$ cat config.mk
export PLATFORM = sky130hd
export DESIGN_NAME = divu_seq
export DESIGN_NICKNAME = d
export VERILOG_FILES = /design/src/rtl/divu_seq.sv
export SDC_FILE = /design/constraint.sdc
export NUM_CORES = 1
export LEC_CHECK = 0
export BUFFER_PORTS_ARGS = -buffer_cell sky130_fd_sc_hd__buf_2
export CAP_MARGIN = 20
export CORE_MARGIN = 2
export CORE_UTILIZATION = 40
export CTS_CLUSTER_SIZE = 8
export DETAILED_ROUTE_END_ITERATION = 12
export GPL_TIMING_DRIVEN = 0
export SLEW_MARGIN = 15
export SYNTH_ARGS = -nofsm -noshare
export SYNTH_HDL_FRONTEND = slang
export SYNTH_SLANG_ARGS = --single-unit
$ cat constraint.sdc
create_clock -name clk -period 6.4 [get_ports clk]
set_input_delay 0.64 -clock clk [delete_from_list [all_inputs] [get_ports clk]]
set_output_delay 0.64 -clock clk [all_outputs]
set_load 0.1 [all_outputs]
$ cat src/rtl/divu_seq.sv
`default_nettype none
// divu_seq: sequential unsigned restoring divider, one quotient bit per enabled clock.
// Optional macro DIVU_SEQ_DBZ_FAST_EN: divisor=0 bypasses iteration and raises dbz. Rev 1.0
module divu_seq #(
  parameter int WIDTH = 16
) (
  input  logic             clk,
  input  logic             arst_n,
  input  logic             enable,
  input  logic             start,
  input  logic [WIDTH-1:0] dividend,
  input  logic [WIDTH-1:0] divisor,
  output logic             busy,
  output logic             done,
  output logic [WIDTH-1:0] quotient,
  output logic [WIDTH-1:0] remainder,
  output logic             dbz
);

  localparam int            CW   = $clog2(WIDTH) + 1;
  localparam logic [CW-1:0] LAST = CW'(WIDTH - 1);

  typedef enum logic [1:0] {
    IDLE = 2'd0,
    RUN  = 2'd1,
    DONE = 2'd2
  } state_t;

  state_t           state;
  logic [CW-1:0]    cnt;
  logic [WIDTH:0]   rem;
  logic [WIDTH-1:0] dvd;
  logic [WIDTH-1:0] dvs;
  logic [WIDTH+1:0] shifted;
  logic [WIDTH+1:0] trial;
  logic             borrow;

`ifdef DIVU_SEQ_DBZ_FAST_EN
  logic fast;
`endif

  // dvd doubles as the quotient accumulator: dividend bits leave at the top, quotient bits enter at the bottom.
  always_comb begin
    shifted = {rem, dvd[WIDTH-1]};
    trial   = shifted - {2'b00, dvs};
    borrow  = trial[WIDTH+1];
  end

  always_ff @(posedge clk or negedge arst_n) begin
    if (!arst_n) begin
      state     <= IDLE;
      cnt       <= '0;
      rem       <= '0;
      dvd       <= '0;
      dvs       <= '0;
      busy      <= 1'b0;
      done      <= 1'b0;
      quotient  <= '0;
      remainder <= '0;
`ifdef DIVU_SEQ_DBZ_FAST_EN
      fast      <= 1'b0;
      dbz       <= 1'b0;
`endif
    end else if (enable) begin
      case (state)
        IDLE: begin
          done <= 1'b0;
          if (start) begin
            dvd   <= dividend;
            dvs   <= divisor;
            rem   <= '0;
            cnt   <= '0;
            busy  <= 1'b1;
            state <= RUN;
`ifdef DIVU_SEQ_DBZ_FAST_EN
            fast  <= (divisor == '0);
            if (divisor == '0) state <= DONE;
`endif
          end
        end
        RUN: begin
          rem <= borrow ? shifted[WIDTH:0] : trial[WIDTH:0];
          dvd <= {dvd[WIDTH-2:0], ~borrow};
          cnt <= cnt + CW'(1);
          if (cnt == LAST) state <= DONE;
        end
        DONE: begin
          done      <= 1'b1;
          busy      <= 1'b0;
          state     <= IDLE;
          quotient  <= dvd;
          remainder <= rem[WIDTH-1:0];
`ifdef DIVU_SEQ_DBZ_FAST_EN
          dbz <= fast;
          if (fast) begin
            quotient  <= '1;
            remainder <= dvd;
          end
`endif
        end
        default: state <= IDLE;
      endcase
    end
  end

`ifndef DIVU_SEQ_DBZ_FAST_EN
  assign dbz = 1'b0;
`endif

endmodule
`default_nettype wire
# Yosys cells after proc, flatten, opt, wreduce, memory -nomap -nowiden
# Cells that the tools add are included.
# W data, S select, Z words.
# word_totals
register_bits,90
out_inout_bits,35
word_cells,39
# classes
add_sub_neg,2
eq_ne,5
n_mux,13
bitwise,1
n_reduce_logical,9
# op_table
cell,count
$mux W17,2
$pmux W17 S2,1
$pmux W16 S2,1
$sub A18 B16 Y18,1
$mux W16,1
$reduce_and A3 Y1,4
$pmux W5 S2,1
$add A5 B1 Y5 const B,1
$eq A5 B4 Y1 const B,1
$mux W5,1
$mux W2,2
$ne A2 B2 Y1 const B,2
$pmux W1 S2,2
$pmux W2 S2,1
$reduce_and A2 Y1,2
$reduce_bool A2 Y1,2
$eq A2 B1 Y1 const B,1
$eq A2 B2 Y1 const B,1
$logic_not A2 Y1,1
$mux W1,1
$not A1 Y1,1

# Longest topological paths before layout
# logic_depth
depth_word,3
ltp_mapped,10

# Worst setup path before layout
# Ideal clock, no wire load.
# synth_path
kind,register -> register
startpoint,reg rem[5]
endpoint,reg rem[5]
setup_time_ps,126
arrival_ps,2281
t_required_ps,6274
path_slack_ps,3993
stages_incl_launch_ff,9
path_cell_list,dfrtp_1 ha_1 buf_6 a21o_1 a221o_1 a41o_2 o211ai_4 o21ai_4 a221o_1
# synth_between
elab_chain_cells,3
# synth_rtl
element,line,rtl
from (decl),31,logic [WIDTH:0] rem;
from (signal assigned),82,rem <= borrow ? shifted[WIDTH:0] : trial[WIDTH:0];
$sub A18 B16 Y18,45,"trial = shifted - {2'b00, dvs};"
$mux W17,82,
$pmux W17 S2,65,case (state)
# Every way passes these cells.
# A chain may end at the register's enable or synchronous reset.

# Worst setup path after layout
# layout_path
startpoint,reg dvd[15]
endpoint,reg rem[16]
# layout_between
elab_chain_cells,3
# layout_rtl
element,line,rtl
from (decl),32,logic [WIDTH-1:0] dvd;
from (signal assigned),69,dvd <= dividend;
from (signal assigned),83,"dvd <= {dvd[WIDTH-2:0], ~borrow};"
$sub A18 B16 Y18,45,
$mux W17,82,
$pmux W17 S2,65,
# Every way passes these cells.

==> impl_metrics.json <==
{
  "yosys-top-cells-count": "dfrtp_1 (90), nand2_1 (72), o21ai_0 (45)",
  "synth_nets": 509,
  "rr_worst_depth": 10,
  "yosys.area.top_type_share": 0.4797,
  "cts_buffers": 9,
  "cp_max_fo": 3,
  "pwr_density_cell_nw_per_um2": 570.6,
  "syn_avg_cell_area_um2": 10.34,
  "num_io_pins": 71,
  "setup_viol": 0,
  "synth_edf_count": 0,
  "antennaDiodeCount": 0,
  "htreeDepth": 3,
  "ys_async_sr_fraction": 1.000,
  "cp-start-kind": "flop",
  "drt-total-wl_um": 11120,
  "cts_resized": 0,
  "endpoint_kind": "flop",
  "die_w_um": 112.3,
  "die_area_um2": 12620,
  "wire_per_inst_um": 16.31,
  "antenna_found_initial": 0,
  "ir_worst_vdd_uv": 240.0,
  "p_leak_nw": 2.776,
  "syn_area_um2": 4695,
  "grt_pass1_vias": 3637,
  "cp.required_ns": 6.68,
  "core_um2": 11420,
  "hold_buffers": 0,
  "hpwl_um": 7985,
  "rsz0062_at_grt": "no",
  "final.fill_count": 1097,
  "layout.nets": 590,
  "drtIter0Drc": 185,
  "port_buffers": 69,
  "placed_area_um2": 5241,
  "grt_max_degree": 50,
  "synth_area_leader_cell": "dfrtp_1",
  "layout-drive-gt1-share": 0.2468,
  "cts_sinks": 90,
  "root_buffer": "clkbuf_16",
  "syn-instance-count": 454,
  "track_usage": 0.1872,
  "rows": 39,
  "finalCritPeriodShare": 0.4335,
  "clockBufferDepth": 2,
  "relSlewSlack": 0.3486,
  "grt_pass1_wl_um": 18600,
  "clock_latency_ns": 0.35,
  "status": "complete, no violations",
  "drc_errors": 0,
  "maxCapViolations": 0,
  "whs_ns": 0.3103,
  "drt.antenna.violating_nets": 0,
  "period_needed_ns": 2.774,
  "ys_warn_count": 0,
  "overflow": 0,
  "fin_util": 0.4876,
  "fmax_mhz": 360.4,
  "worstPathArrival_ns": 3.06,
  "drv_slew": 0,
  "final_cell_area_um2": 5568,
  "yosysUniqueCellTypes": 57,
  "yosysMostFrequentCell": "dfrtp_1",
  "die_y_um": 112.3,
  "clock_skew_ns": 0.007477,
  "via_count": 3656,
  "clk_pin_slew_ns": 0.07,
  "hold_viol_final": 0,
  "hold_path.class": "in2async",
  "yosysSeqAreaShare": 0.4797,
  "ys_ff_latch": 90,
  "tns_ns": 0,
  "routabilityCongestion": 0.8807,
  "drt-pass1-iter-count": 4,
  "start_util": 0.4111,
  "synthFlopType": "dfrtp_1",
  "area_growth_pct": 18.60,
  "netlist_top_cells_area": "dfrtp_1 (48%), mux2_2 (7.2%), nand2_1 (5.8%)",
  "viasPerCell": 5.361,
  "cts_tree": "built",
  "post_cts_buffers": 0,
  "critical_path_class": "reg2reg",
  "tightest_slew_ns": 0.9701
}
critical path, cell delays in order, from the launching register on:
cell and delay (ns):
dfrtp_1 0.39, inv_1 0.08, ha_1 0.23, fa_1 0.39
nand2b_1 0.18, a21oi_1 0.29, o21bai_1 0.17, o21ai_0 0.37
a221oi_1 0.20, o32a_1 0.31, nand3_1 0.08
stage by stage:
step / setup slack (ns) / cells / power [mW]
after detailed placement: 3.668 / 667 / 2.606
after floorplan: 3.993 / 454 / 2.205
after global routing: 3.457 / 682 / 3.456
after global placement: 3.694 / 666 / 2.562
final: 3.626 / 682 / 3.177
after CTS: 3.629 / 682 / 3.203
cells in the final DEF (no fill, tap or decap), types with 2 or more instances in the layout:
master      n
dfrtp_1    90
nand2_1    72
buf_2      71
o21ai_0    45
mux2_2     30
inv_1      25
o2111ai_1  18
ha_1       18
mux2i_1    17
clkbuf_1   15
o211ai_1   13
a21oi_1    12
nor2_1     11
xnor2_1    10
clkbuf_16   9
xor2_1      8
nand3_1     5
nor2b_1     4
a21o_1      4
nand2b_1    4
buf_4       4
a221o_1     3
o21a_1      3
and2_2      2
o21ai_1     2
and2_1      2
clkbuf_8    2
a31oi_1     2
a211oi_1    2
o311ai_1    2
bufinv_16   2
per-layer routing:
metal,GRT usage,share of wire,wire length [um],up-vias
met1,0.2586,0.47,5272,1785
met2,0.2904,0.46,5139,84
met3,0.05508,0.052,573,9
met4,0.04959,0.012,136,0
li1,-,-,-,1778
met5,0,0,0,-
area by class of cell:
type / count / area [um2] / share of cell area
buffer: 23 / 118.9 / 0.02135
clock buffer: 10 / 239.0 / 0.04292
clock inverter: 5 / 87.58 / 0.01573
inverter: 25 / 93.84 / 0.01685
multi-input combinational: 316 / 2230 / 0.4004
sequential: 90 / 2252 / 0.4045
tap: 143 / 178.9 / 0.03213
timing repair buffer: 70 / 367.9 / 0.06607
sequential cells by signal (all words and copies together), names as in the netlist:
register	count
remainder	16
dvd	16
rem	17
state	2
dvs	16
cnt	5
done	1
quotient	16
busy	1
power by group:
| part | switching, mW | internal, mW |
|---|---|---|
| Clock | 0.226 | 0.354 |
| Combinational | 1.06 | 0.652 |
| Sequential | 0.130 | 0.756 |
| Total | 1.42 | 1.76 |
worst paths after layout:
kind	endpoint	start	slack, ns
max	rem[16]	dvd[15]	3.63
min in group clk	remainder[0]	remainder[0]	0.48
min reg2reg	remainder[0]	remainder[0]	0.48
min	quotient[9]	arst_n	0.31
max reg2reg	rem[16]	dvd[15]	3.63
max in group asynchronous	remainder[6]	arst_n	5.44
logic make-up after synthesis:
family	share of synthesized area
AND/OR/NAND/NOR	0.1010
flip-flops	0.4797
adder cells (fa/ha/maj)	0.05224
multiplexers	0.1082
buffers and inverters	0.04531
XOR/XNOR	0.03358
other	0.0007988
AO/OA/AOI/OAI	0.1791
No activity file was read; power rests on OpenSTA's default activity.
